## config.mk

```make
export PLATFORM = sky130hd
export DESIGN_NAME = uart_tx_frame
export DESIGN_NICKNAME = d
export VERILOG_FILES = /design/src/rtl/uart_pkg.sv /design/src/rtl/uart_tx_serializer.sv /design/src/rtl/uart_tx_frame.sv
export SDC_FILE = /design/constraint.sdc
export NUM_CORES = 1
export LEC_CHECK = 0
export CAP_MARGIN = 0
export CORE_MARGIN = 4
export CORE_UTILIZATION = 55
export DETAILED_ROUTE_END_ITERATION = 6
export GPL_ROUTABILITY_DRIVEN = 0
export PLACE_DENSITY = 0.89
export RECOVER_POWER = 25
export SYNTH_ARGS = -nofsm -noshare
export SYNTH_HDL_FRONTEND = slang
export SYNTH_SLANG_ARGS = --single-unit
```

## constraint.sdc

```tcl
create_clock -name CLK -period 3.5 [get_ports CLK]
set_clock_uncertainty 0.1 [all_clocks]
set_input_delay 0.525 -clock CLK [delete_from_list [all_inputs] [get_ports CLK]]
set_output_delay 0.525 -clock CLK [all_outputs]
set_load 0.1 [all_outputs]
```

## src/rtl/uart_pkg.sv

```systemverilog
// Shared constants for the UART transmit path: FSM encodings, parity selectors
// and the serial line levels.
package uart_pkg;

  typedef logic [2:0] uart_state_t;

  localparam uart_state_t ST_IDLE   = 3'd0;
  localparam uart_state_t ST_START  = 3'd1;
  localparam uart_state_t ST_DATA   = 3'd2;
  localparam uart_state_t ST_PARITY = 3'd3;
  localparam uart_state_t ST_STOP   = 3'd4;

  localparam logic PAR_EVEN = 1'b0;
  localparam logic PAR_ODD  = 1'b1;

  localparam logic START_BIT  = 1'b0;
  localparam logic STOP_BIT   = 1'b1;
  localparam logic IDLE_LEVEL = 1'b1;

endpackage

```

## src/rtl/uart_tx_serializer.sv

```systemverilog
// Holds the accepted word and the bit index for the TX framer. It exposes bit 0,
// the bit after the current index, and a flag that is set when the current bit is the last one.
module uart_tx_serializer #(
  parameter int DATA_WIDTH = 8
) (
  input  logic                  CLK,
  input  logic                  RST,
  input  logic                  load,
  input  logic                  advance,
  input  logic [DATA_WIDTH-1:0] p_data,
  output logic                  first_bit,
  output logic                  next_bit,
  output logic                  last_bit
);

  localparam int IDX_W = (DATA_WIDTH > 1) ? $clog2(DATA_WIDTH) : 1;
  localparam logic [IDX_W-1:0] LAST_IDX = IDX_W'(DATA_WIDTH - 1);

  logic [DATA_WIDTH-1:0] data_reg;
  logic [IDX_W-1:0]      bit_idx;
  logic [IDX_W-1:0]      idx_inc;

  assign idx_inc = bit_idx + IDX_W'(1);

  always_ff @(posedge CLK or negedge RST) begin
    if (!RST) begin
      data_reg <= '0;
      bit_idx  <= '0;
    end else if (load) begin
      data_reg <= p_data;
      bit_idx  <= '0;
    end else if (advance) begin
      bit_idx <= idx_inc;
    end
  end

  // TX_OUT is registered, so the framer loads the bit after the current one.
  assign first_bit = data_reg[0];
  assign next_bit  = data_reg[idx_inc];
  assign last_bit  = (bit_idx == LAST_IDX);

endmodule

```

## src/rtl/uart_tx_frame.sv

```systemverilog
// UART transmit framer, one serial bit per CLK: start, data LSB-first, optional parity, stop.
// Optional second stop bit (STP2 port) when UART_TX_TWO_STOP_EN is defined.
//
// state     | meaning
// ----------+-------------------------------------------------
// ST_IDLE   | line high, waiting for Data_Valid
// ST_START  | start bit (low) on the line
// ST_DATA   | data bits, LSB first
// ST_PARITY | parity bit from the latched word and type
// ST_STOP   | stop bit(s), line high
module uart_tx_frame
  import uart_pkg::*;
#(
  parameter int DATA_WIDTH = 8
) (
  input  logic                  CLK,
  input  logic                  RST,
  input  logic [DATA_WIDTH-1:0] P_DATA,
  input  logic                  Data_Valid,
  input  logic                  PAR_EN,
  input  logic                  PAR_TYP,
  output logic                  TX_OUT,
  output logic                  busy
`ifdef UART_TX_TWO_STOP_EN
  ,
  input  logic                  STP2
`endif
);

  uart_state_t state, state_nxt;
  logic        tx_nxt;
  logic        advance;
  logic        accept;
  logic        par_en_r, par_bit_r;
  logic        first_bit, next_bit, last_bit;
`ifdef UART_TX_TWO_STOP_EN
  logic        stp2_r, stop_hold;
`endif

  assign accept = (state == ST_IDLE) && Data_Valid;

  uart_tx_serializer #(.DATA_WIDTH(DATA_WIDTH)) u_ser (
    .CLK       (CLK),
    .RST       (RST),
    .load      (accept),
    .advance   (advance),
    .p_data    (P_DATA),
    .first_bit (first_bit),
    .next_bit  (next_bit),
    .last_bit  (last_bit)
  );

  always_comb begin
    state_nxt = ST_IDLE;
    tx_nxt    = IDLE_LEVEL;
    advance   = 1'b0;
    case (state)
      ST_IDLE: begin
        if (Data_Valid) begin
          state_nxt = ST_START;
          tx_nxt    = START_BIT;
        end
      end
      ST_START: begin
        state_nxt = ST_DATA;
        tx_nxt    = first_bit;
      end
      ST_DATA: begin
        if (!last_bit) begin
          state_nxt = ST_DATA;
          tx_nxt    = next_bit;
          advance   = 1'b1;
        end else if (par_en_r) begin
          state_nxt = ST_PARITY;
          tx_nxt    = par_bit_r;
        end else begin
          state_nxt = ST_STOP;
          tx_nxt    = STOP_BIT;
        end
      end
      ST_PARITY: begin
        state_nxt = ST_STOP;
        tx_nxt    = STOP_BIT;
      end
      ST_STOP: begin
`ifdef UART_TX_TWO_STOP_EN
        if (stp2_r && !stop_hold) begin
          state_nxt = ST_STOP;
          tx_nxt    = STOP_BIT;
        end
`endif
      end
      default: ;
    endcase
  end

  always_ff @(posedge CLK or negedge RST) begin
    if (!RST) begin
      state     <= ST_IDLE;
      TX_OUT    <= IDLE_LEVEL;
      busy      <= 1'b0;
      par_en_r  <= 1'b0;
      par_bit_r <= 1'b0;
    end else begin
      state  <= state_nxt;
      TX_OUT <= tx_nxt;
      busy   <= (state_nxt != ST_IDLE);
      if (accept) begin
        par_en_r  <= PAR_EN;
        par_bit_r <= (PAR_TYP == PAR_ODD) ? ~^P_DATA : ^P_DATA;
      end
    end
  end

`ifdef UART_TX_TWO_STOP_EN
  always_ff @(posedge CLK or negedge RST) begin
    if (!RST) begin
      stp2_r    <= 1'b0;
      stop_hold <= 1'b0;
    end else begin
      if (accept) stp2_r <= STP2;
      stop_hold <= (state == ST_STOP) && (state_nxt == ST_STOP);
    end
  end
`endif

endmodule

```

==> results.sh <==
export IMPL_syn_avg_cell_area_sq_um=13.38
export IMPL_start_util_pct=59.90
export IMPL_max_freq_mhz=389.9
export IMPL_switchingPower_uw=368.3
export IMPL_firstDrtPassIters=4
export IMPL_pin_count=15
export IMPL_drive_gt1_share_pct=14.12
export IMPL_synthTopCellsByCount="dfrtp_1 (17), xnor2_1 (6), mux2_1 (5), mux2_2 (5), nor2_1 (5)"
export IMPL_wl_per_cell_microns=15.87
export IMPL_synth_most_common_cell="dfrtp_1"
export IMPL_swShare_pct=38.58
export IMPL_cp_slowest_cell="clkdlybuf4s50_1"
export IMPL_syn_cell_area_sq_um=923.4
export IMPL_crit_path_max_incr_delay_ns=1.12
export IMPL_worstPathCellList="clkdlybuf4s50_1"
export IMPL_clk_path_buf_depth=2
export IMPL_critPathLaunchType="flip-flop"
export IMPL_cp_top_family="buffers and inverters"
export IMPL_finalCriticalPeriod_ns=2.565
export IMPL_synth_cell_type_count=27
export IMPL_largest_reg_flops=8
export IMPL_ctsHoldBuffers=0
export IMPL_netlist_instances=69
export IMPL_path_class="flip-flop to primary output"
export IMPL_crit_path_end_kind="primary output"
export IMPL_port_buffer_count=14
export IMPL_combPwrFrac_pct=45.5
export IMPL_vias_per_cell=5.752
export IMPL_irDropWorstVdd_mv=0.5170
export IMPL_cts_buffers=3
export IMPL_setup_slack_ns=0.9354
export IMPL_overflow=0
export IMPL_power_leakage_nw=0.4754
export IMPL_synth_top_area_share_pct=46.07
export IMPL_worstPathArrival_ns=1.94
export IMPL_area_delta_synth_final_pct=19.92
export IMPL_synth_async_sr_flop_share_pct=100.0
export IMPL_status="completed"
export IMPL_synthFlopType="dfrtp_1"
export IMPL_ys_seq_elements=18
export IMPL_post_cts_setup_buffers=0
export IMPL_worst_slew_pin_slew_ns=0.9670
export IMPL_maxSlewHeadroom_pct=35.33
export IMPL_via_count=581
export IMPL_die_area_sq_mm=0.002399
export IMPL_worstPathRequired_ns=2.87
export IMPL_antenna_found_initial=0
export IMPL_finalHoldViolations=0
export IMPL_p_int_uw=586.4
export IMPL_grt_pass1_wl_microns=2960
export IMPL_remaining_drc_errors=0
export IMPL_p_per_area_mw_per_mm2=862.2
export IMPL_die_x_microns=48.98
export IMPL_fin_area_sq_mm=0.001107
export IMPL_rows=14
export IMPL_antenna_left=0
export IMPL_nFillCells=116
export IMPL_seq_area_frac_synth_pct=48.92
export IMPL_cts_tree="built"
export IMPL_clk_pin_slew_worst_paths_ns=0.10
export IMPL_synth_top_cell_by_area="dfrtp_1"
export IMPL_regArea_sq_um=451.7
export IMPL_multi_input_area_sq_um=455.4
export IMPL_n_antenna_cell=0
export IMPL_clock_latency_ns=0.30
export IMPL_cts_sinks=18
export IMPL_rsz0062_at_grt="no"
export IMPL_seqPwrFrac_pct=41.1
export IMPL_yosys_top_cells_area="dfrtp_1 (46%), mux2_1 (6.1%), mux2_2 (6.1%), mux4_1 (5.7%), xnor2_1 (5.7%)"
export IMPL_yosysWarnings=0
export IMPL_grtUsageTotal_pct=16.22
export IMPL_drt_total_wl_microns=1603
export IMPL_place_area_sq_mm=0.001071
export IMPL_grt_max_degree=19
export IMPL_final_setup_viol_count=0
export IMPL_slew_violations=0
export IMPL_post_cts_resized=0
export IMPL_synth_nets=85
export IMPL_synth_edf_count=0
export IMPL_hold_path_class="flip-flop to flip-flop"
export IMPL_pre_cts_ws_ns=1.105
export IMPL_worstPathMaxFanout=1
export IMPL_drtIter0Drc=14
export IMPL_min_period_over_period_pct=73.28
export IMPL_fin_hold_ws_ns=0.4026
export IMPL_core_sq_mm=0.001541
export IMPL_drv_cap=0
export IMPL_hpwl_microns=1194
export IMPL_h_tree_depth=1
export IMPL_grt_pass1_vias=630
export IMPL_pwr_share_clk_pct=13.4
export IMPL_die_y_microns=48.98
export IMPL_setup_tns_ns=0
export IMPL_fin_nets=102
export IMPL_cts_root_buf="clkbuf_4"
export IMPL_cp_num_buf_inv=1
through the flow:
step           util [%]  power, mW  std cells
2_1_floorplan         -     0.7350         69
3_3_place_gp      69.48     0.8120         97
3_5_place_dp      69.48     0.8315         97
4_1_cts           71.83     0.9607        101
5_1_grt           71.83      1.026        101
6_report          71.83     0.9548        101
per-layer routing:
layer  global-route usage, %  vias up  wire, microns
li1                        -      276              -
met1                   19.88      285            710
met2                   25.65       16            757
met3                   3.976        4             92
met4                   9.417        0             41
met5                       0        -              0
cells in the final DEF (no fill, tap or decap), drive strengths merged, types with 3 or more instances in the layout:
| cell type | count |
|---|---|
| clkbuf | 4 |
| clkdlybuf4s50 | 12 |
| dfrtp | 17 |
| ha | 3 |
| mux2 | 10 |
| nand2 | 3 |
| nor2 | 5 |
| xnor2 | 6 |
power groups by stage:
stage                     Combinational [mW]  Sequential, mW  Clock [mW]
after floorplan                        0.289           0.446           0
after global placement                 0.425           0.387           0
after detailed placement               0.436           0.395           0
after CTS                              0.439           0.393       0.129
after global routing                   0.474           0.408       0.144
final                                  0.435           0.392       0.128
final timing paths:
kind                                            endpoint                     startpoint  cells after the start  slack [ns]
max                                               TX_OUT               TX_OUT$_DFF_PN1_                      1        0.94
min                        u_ser.data_reg[6]$_DFFE_PN0P_  u_ser.data_reg[6]$_DFFE_PN0P_                      1        0.40
max reg2reg                             TX_OUT$_DFF_PN1_   u_ser.bit_idx[0]$_DFFE_PN0P_                      5        1.46
min reg2reg                u_ser.data_reg[6]$_DFFE_PN0P_  u_ser.data_reg[6]$_DFFE_PN0P_                      1        0.40
max in group asynchronous             state[1]$_DFF_PN0_                            RST                      1        2.17
min in group asynchronous  u_ser.data_reg[6]$_DFFE_PN0P_                            RST                      1        0.64
area by class of cell:
| type | instances | area share [%] |
|---|---|---|
| repair buffers | 14 | 12.66 |
| inverters | 1 | 0.3390 |
| well taps | 16 | 1.808 |
| clock buffers | 4 | 3.277 |
| flip-flops and latches | 18 | 40.79 |
| multi-input cells | 48 | 41.13 |
cells by family (layout without fill, tap and decap cells):
family,count (synthesis),after routing,share of synthesized area [%]
AND/OR/NAND/NOR,17,17,11.52
XOR/XNOR,8,8,9.079
multiplexers,14,14,20.05
flip-flops,18,18,48.92
adder cells (fa/ha/maj),3,3,4.065
AO/OA/AOI/OAI,6,6,4.607
buffers and inverters,3,19,1.761
Power figures use the tool's default switching activity.
